==> src/rtl/vcve2_vrf_seq.sv <==
// vcve2_vrf_seq
// Sequencer for element-wise vector operations on the memory-mapped VRF.
// It accepts one decoded instruction and steps through the vector one word at
// a time: read vs1, read vs2, write vd. Each source read that is not needed is
// skipped. It drives the AGU control strobes and the OBI-style data port, and
// it holds the operand words that feed the vector ALU.
//
// Handshakes:
//   instr:  an instruction transfers on a cycle where instr_valid_i and
//           instr_ready_o are both high. instr_ready_o is high only in IDLE.
//   mem:    a request transfers on a cycle where mem_req_o and mem_gnt_i are
//           both high. While mem_req_o is waiting for grant, it and all of its
//           attributes (we, AGU select, wdata) stay constant. Only one
//           transaction is outstanding at a time. Read data is taken only in
//           the wait state that follows a granted read, and mem_rvalid_i is
//           ignored in every other state.
module vcve2_vrf_seq #(
  parameter int unsigned MaxWords  = 8,
  parameter int unsigned DataWidth = 32,
  localparam int unsigned CW       = $clog2(MaxWords + 1)
) (
  input  logic                 clk_i,
  input  logic                 rst_ni,
  input  logic                 instr_valid_i,
  output logic                 instr_ready_o,
  input  logic                 use_rs1_i,
  input  logic                 use_rs2_i,
  input  logic [CW-1:0]        vl_words_i,
  output logic                 agu_load_o,
  output logic                 agu_get_rs1_o,
  output logic                 agu_get_rs2_o,
  output logic                 agu_get_rd_o,
  output logic                 agu_incr_o,
  output logic                 mem_req_o,
  output logic                 mem_we_o,
  input  logic                 mem_gnt_i,
  input  logic                 mem_rvalid_i,
  input  logic [DataWidth-1:0] mem_rdata_i,
  output logic [DataWidth-1:0] mem_wdata_o,
  output logic [DataWidth-1:0] op_a_o,
  output logic [DataWidth-1:0] op_b_o,
  input  logic [DataWidth-1:0] alu_result_i,
  output logic                 busy_o,
  output logic                 done_o
);

  typedef enum logic [2:0] {
    IDLE = 3'd0,
    LOAD = 3'd1,
    RD1  = 3'd2,
    W1   = 3'd3,
    RD2  = 3'd4,
    W2   = 3'd5,
    WR   = 3'd6,
    DONE = 3'd7
  } state_e;

  state_e               state_q, state_d;
  logic                 use_rs1_q, use_rs1_d;
  logic                 use_rs2_q, use_rs2_d;
  logic [CW-1:0]        cnt_q, cnt_d;
  logic [DataWidth-1:0] op_a_q, op_a_d;
  logic [DataWidth-1:0] op_b_q, op_b_d;

  // Register the state, the latched instruction fields, the word counter and the operands.
  always_ff @(posedge clk_i or negedge rst_ni) begin
    if (!rst_ni) begin
      state_q   <= IDLE;
      use_rs1_q <= 1'b0;
      use_rs2_q <= 1'b0;
      cnt_q     <= '0;
      op_a_q    <= '0;
      op_b_q    <= '0;
    end else begin
      state_q   <= state_d;
      use_rs1_q <= use_rs1_d;
      use_rs2_q <= use_rs2_d;
      cnt_q     <= cnt_d;
      op_a_q    <= op_a_d;
      op_b_q    <= op_b_d;
    end
  end

  // Compute the next state and the control outputs for the current state.
  always_comb begin
    state_d       = state_q;
    use_rs1_d     = use_rs1_q;
    use_rs2_d     = use_rs2_q;
    cnt_d         = cnt_q;
    op_a_d        = op_a_q;
    op_b_d        = op_b_q;
    instr_ready_o = 1'b0;
    agu_load_o    = 1'b0;
    agu_get_rs1_o = 1'b0;
    agu_get_rs2_o = 1'b0;
    agu_get_rd_o  = 1'b0;
    agu_incr_o    = 1'b0;
    mem_req_o     = 1'b0;
    mem_we_o      = 1'b0;
    mem_wdata_o   = '0;
    done_o        = 1'b0;

    case (state_q)
      IDLE: begin
        instr_ready_o = 1'b1;
        if (instr_valid_i) begin
          use_rs1_d = use_rs1_i;
          use_rs2_d = use_rs2_i;
          cnt_d     = vl_words_i;
          // An empty vector finishes without touching the AGU or memory.
          state_d   = (vl_words_i == '0) ? DONE : LOAD;
        end
      end
      LOAD: begin
        agu_load_o = 1'b1;
        state_d    = use_rs1_q ? RD1 : RD2;
      end
      RD1: begin
        mem_req_o     = 1'b1;
        agu_get_rs1_o = 1'b1;
        if (mem_gnt_i) begin
          agu_incr_o = 1'b1;
          state_d    = W1;
        end
      end
      W1: begin
        if (mem_rvalid_i) begin
          op_a_d  = mem_rdata_i;
          state_d = use_rs2_q ? RD2 : WR;
        end
      end
      RD2: begin
        mem_req_o     = 1'b1;
        agu_get_rs2_o = 1'b1;
        if (mem_gnt_i) begin
          agu_incr_o = 1'b1;
          state_d    = W2;
        end
      end
      W2: begin
        if (mem_rvalid_i) begin
          op_b_d  = mem_rdata_i;
          state_d = WR;
        end
      end
      WR: begin
        mem_req_o    = 1'b1;
        mem_we_o     = 1'b1;
        agu_get_rd_o = 1'b1;
        // The ALU result depends only on the registered operands, so it stays stable until grant.
        mem_wdata_o  = alu_result_i;
        if (mem_gnt_i) begin
          agu_incr_o = 1'b1;
          cnt_d      = cnt_q - CW'(1);
          if (cnt_q == CW'(1)) begin
            state_d = DONE;
          end else begin
            state_d = use_rs1_q ? RD1 : RD2;
          end
        end
      end
      DONE: begin
        done_o  = 1'b1;
        state_d = IDLE;
      end
      default: begin
        state_d = IDLE;
      end
    endcase
  end

  assign op_a_o = op_a_q;
  assign op_b_o = op_b_q;
  assign busy_o = (state_q != IDLE);

endmodule

==> config.mk <==
export PLATFORM = sky130hd
export DESIGN_NAME = vcve2_vrf_seq
export DESIGN_NICKNAME = d
export VERILOG_FILES = /design/src/rtl/vcve2_vrf_seq.sv
export SDC_FILE = /design/constraint.sdc
export NUM_CORES = 1
export LEC_CHECK = 0
export ABC_AREA = 0
export ABC_CLOCK_PERIOD_IN_PS = 1800
export CORE_MARGIN = 3
export CORE_UTILIZATION = 36
export DETAILED_ROUTE_END_ITERATION = 16
export PLACE_DENSITY = 0.77
export SETUP_SLACK_MARGIN = 0.1
export SYNTH_ARGS = -nofsm -noshare
export SYNTH_HDL_FRONTEND = slang
export SYNTH_SLANG_ARGS = --single-unit
==> constraint.sdc <==
create_clock -name clk_i -period 1.8 [get_ports clk_i]
set_clock_uncertainty 0.1 [all_clocks]
set_input_delay 0.36 -clock clk_i [delete_from_list [all_inputs] [get_ports clk_i]]
set_output_delay 0.36 -clock clk_i [all_outputs]
set_load 0.005 [all_outputs]
# Word level (Yosys, flattened, before mapping)

Index checks and enable logic that the tools add are counted.
W data, S select, Z words.

Add/sub/neg operators: 1
Eq/ne operators: 14
Multiplexer cells: 24
Reductions and logical operators: 10

Operators by type and width:

| kind                  | count |
|---|---|
| $mux W32              | 1 |
| $mux W3               | 9 |
| $pmux W3 S8           | 1 |
| $eq A3 B3 Y1 const B  | 4 |
| $ne A2 B2 Y1 const B  | 6 |
| $mux W1               | 9 |
| $mux W4               | 2 |
| $pmux W4 S2           | 1 |
| $eq A3 B2 Y1 const B  | 2 |
| $reduce_and A2 Y1     | 3 |
| $reduce_and A6 Y1     | 1 |
| $eq A4 B1 Y1 const B  | 1 |
| $logic_not A4 Y1      | 1 |
| $sub A4 B1 Y4 const B | 1 |
| $eq A3 B1 Y1 const B  | 1 |
| $logic_not A3 Y1      | 1 |
| $reduce_and A3 Y1     | 1 |
| $reduce_bool A3 Y1    | 1 |
| $reduce_or A3 Y1      | 1 |
| $mux W2               | 1 |
| $reduce_bool A2 Y1    | 1 |

Register bits after elaboration: 73
Output and inout bits: 106

# Longest topological paths before layout

Word-level depth: 4
Mapped depth: 7
Mapped depth without buffers: 6

# Least setup slack after synthesis

OpenSTA, ideal clock, no wires.

Path kind: reg2out
From: register state_q[0]
To: output port mem_wdata_o[10]
Data arrival time: 1.328 ns
Setup slack: 0.012 ns
Stages on the path, launching flop included: 7
Buffers on the path: 3
Path through: dfrtp_1 > buf_4 > nand3b_1 > inv_1 > buf_2 > clkbuf_1 > and2_1

Cells in the longest elaborated chain, start to end: 2

RTL lines:

| what                   | RTL line | source |
|---|---|---|
| start, declared        | 58       | `state_e state_q, state_d;` |
| start signal, assigned | 75       | `state_q <= state_d;` |
| $eq A3 B3 Y1           | 103      | `case (state_q)` |
| $mux W32               | 103      |  |
| end, declared          | 39       | `output logic [DataWidth-1:0] mem_wdata_o,` |

No other way between the ends.

# Final worst setup path

From: register state_q[0]
To: output port mem_wdata_o[8]

Same word-level chain as after synthesis.

==> results.md <==
- Status: finished, violations left
- Failing checks: negative setup slack
- RSZ-0062 raised after global routing: yes
- Total CTS buffers: 9
- Area delta synth->final: 104.0%
- End point of the critical path: mem_wdata_o[8]
- Die Area: 10,750 um2
- Row cnt: 35
- Largest net degree at the start of global routing: 42
- Minimum clock period: 2.051 ns
- Peak supply drop: 0.8758 mV
- Global Route Usage Sum: 22.03%
- CP max FO: 8
- Largest cells by area after synthesis: dfrtp_1, mux2_4, mux2_2
- Reg-to-reg endpoint: op_b_o[1]
- CTS root buf: clkbuf_8
- Post-Route Setup TNS: -16.70 ns
- Worst setup EP type: primary output
- Yosys reg bits: 73
- Post-synth cell types: 41
- XOR/XNOR share of the synthesized area: 0%
- GR Overflow Total: 0
- Die height: 103.7 um
- Commonest cells in the netlist: dfrtp_1, and2_1, mux2_2, mux2_4, nand2_1
- CP Launch Type: register
- Worst setup margin: -0.2508 ns
- First-pass GRT wire length: 18,590 um
- Vias in the first global route: 3,334
- Area leader, netlist: dfrtp_1
- Number of vias per cell: 4.721
- Clk buf depth: 2
- Critical path class: reg2out
- Worst-Skew Late Latency: 0.34 ns
- Highest Clock Rate: 0.4876 GHz
- R2R cell count: 10
- Synth Instances: 256
- HPWL Detailed: 7284 um
- Synth async-reset ratio: 100.0%
- Core area: 9240 um2
- Total iterations of the first detailed-routing run: 4
- Via count: 3,102
- Final setup viols: 108
- Number of synthesized flops with an enable pin: 0
- Worst slew pin tran: 0.5533 ns
- Post-synthesis adder-cell area fraction: 0.7286%
- Slew HR: 63.11%
- Worst EP required: 1.34 ns
- GP Congestion: 0.8083
- Layout net count: 600
- TritonCTS clock tree: built
- H-tree depth: 3
- RR Startpoint: state_q[1]
- Clock Sinks: 73
- Synth warnings: 0
- Syn_nets: 333
- Leak: 0.003762 uW
- Placed inst area: 5555 um2
- Initial Utilization: 37.17%
- Power Total: 10,750 uW
- Most common cell in the netlist: dfrtp_1
- Largest family of logic cells by synthesized area: multiplexers
- WL final: 12,560 um
- Register area share after synthesis: 53.19%
- Clock transition at path regs: 0.08 ns
- Ant. Diodes: 0
- FF-to-FF setup slack: -0.22 ns
- Die W: 103.7 um
- Detail Route Antenna Nets: 0
- Final Slew Violations: 0
- Tightest Hold Check Type: reg2reg
- Share of layout cells above drive strength 1: 50.95%
- 1st-iter DRT viols: 169
- CP startpoint: state_q[0]
- Compound-gate portion of the synthesized area: 4.554%
- Initial antenna violation count: 0
- Most common flop cell mapped by yosys: dfrtp_1
- Final period util: 113.9%
- Mux share of post-synthesis cell area: 25.54%
- Max_cap viols: 0
- Dpl ws: -0.3884 ns
- Fillers: 552
- Power density cells: 1534 nW/um2
- IO Port Bufs: 180
- Simple-gate portion of the synthesized area: 11.91%
- Worst path arrival time: 1.59 ns
- Ports: 181
- Syn_area_per_cell: 13.42 um2
- Fin. Hold Viols: 0
- Yosys top cell area share: 53.19%
- Syn Std Cell Area: 3435 um2
- Routed len/inst: 19.12 um
- Detailed-route DRC error count: 0
- Design Area, Final: 7008 um2
==> flip-flops by register name, summed over array words and instances (netlist names) <==
register,flops
op_b_o,32
op_a_o,32
use_rs2_q,1
state_q,3
use_rs1_q,1
cnt_q,4
==> layout by cell type (no fill, tap or decap), types with 2 or more instances in the layout <==
cell	Yosys	final
a22o_1	2	2
dlymetal6s2s_1	0	42
and2_4	0	30
nand2b_1	3	2
nand3_1	3	2
buf_8	0	2
ha_1	2	2
buf_16	0	9
buf_4	2	44
clkdlybuf4s50_1	0	77
inv_1	5	4
clkinvlp_4	0	2
nand2_1	9	7
mux2_4	30	51
buf_2	7	9
o21ai_2	0	2
clkbuf_8	0	10
buf_12	0	15
nor2_4	0	2
clkinv_2	0	2
buf_6	5	55
or3b_4	1	2
dlygate4sd2_1	0	18
o21ai_0	6	5
and2_1	34	4
dfrtp_1	73	73
o211ai_1	2	2
mux2_2	31	16
nor3_4	0	2
==> power by group <==
group          internal (uW)  leakage, uW  switching (uW)
combinational           4330      0.00279            2180
clock                    674    0.0000953             614
sequential              2470     0.000877             476
==> layer usage <==
| layer | part of all wire [%] | up-vias | wire [um] | GRT usage (%) |
|---|---|---|---|---|
| li1 | - | 1419 | - | - |
| met1 | 36 | 1521 | 4541 | 23.39 |
| met2 | 55 | 148 | 6957 | 42.06 |
| met3 | 7.0 | 14 | 881 | 8.349 |
| met4 | 1.4 | 0 | 181 | 3.324 |
| met5 | 0 | - | 0 | 0 |
==> kinds of logic (layout without fill, tap and decap cells) <==
logic type	count (synthesis)	count (layout)
AOI/OAI and AO/OA	22	22
adders and majority gates	2	2
and+or+nand+nor	68	68
buffers and inverters	23	295
DFF	73	73
muxes	68	68
==> per-stage QoR <==
stage,util [%],cells,hold slack (ns)
floorplan,-,256,-0.03559
global placement,60.12,572,0.2846
detailed placement,60.12,572,0.2855
CTS,71.77,641,0.4084
global route,75.84,657,0.4263
finish,75.84,657,0.4037
==> worst min-delay path by stage <==
stage	start	endpoint	slack, ns	cells past startpoint
global placement	rst_ni	op_b_o[12]	0.28	1
finish	op_b_o[23]	op_b_o[23]	0.40	1
CTS	op_b_o[11]	op_b_o[11]	0.41	1
detailed placement	rst_ni	op_b_o[12]	0.29	1
global route	op_b_o[21]	op_b_o[21]	0.43	1
floorplan	rst_ni	cnt_q[0]	-0.04	0
==> worst max-delay path, cell delays in order (launching register included) <==
cell      delay (ns)
dfrtp_1         0.38
nand3b_1        0.19
inv_2           0.10
buf_6           0.10
buf_8           0.13
buf_16          0.12
and2_1          0.11
buf_2           0.11
==> final cells by class <==
class	count	area, um2	area share (%)
Clock buffer	11	141.4	2.018
Clock inverter	5	55.05	0.7856
Inverter	5	18.77	0.2678
Multi-Input combinational cell	160	1730	24.69
Sequential cell	73	1827	26.07
Tap cell	129	161.4	2.303
Timing Repair Buffer	274	3074	43.87
==> what timing repair did <==
item,in CTS,in global routing
pin swaps,40,9
hold buffers,1,0
setup endpoints to repair,129,157
gates resized for setup,284,95
hold endpoints to repair,39,0
setup buffers,38,23
cloned,14,0
Power figures use the tool's default switching activity.
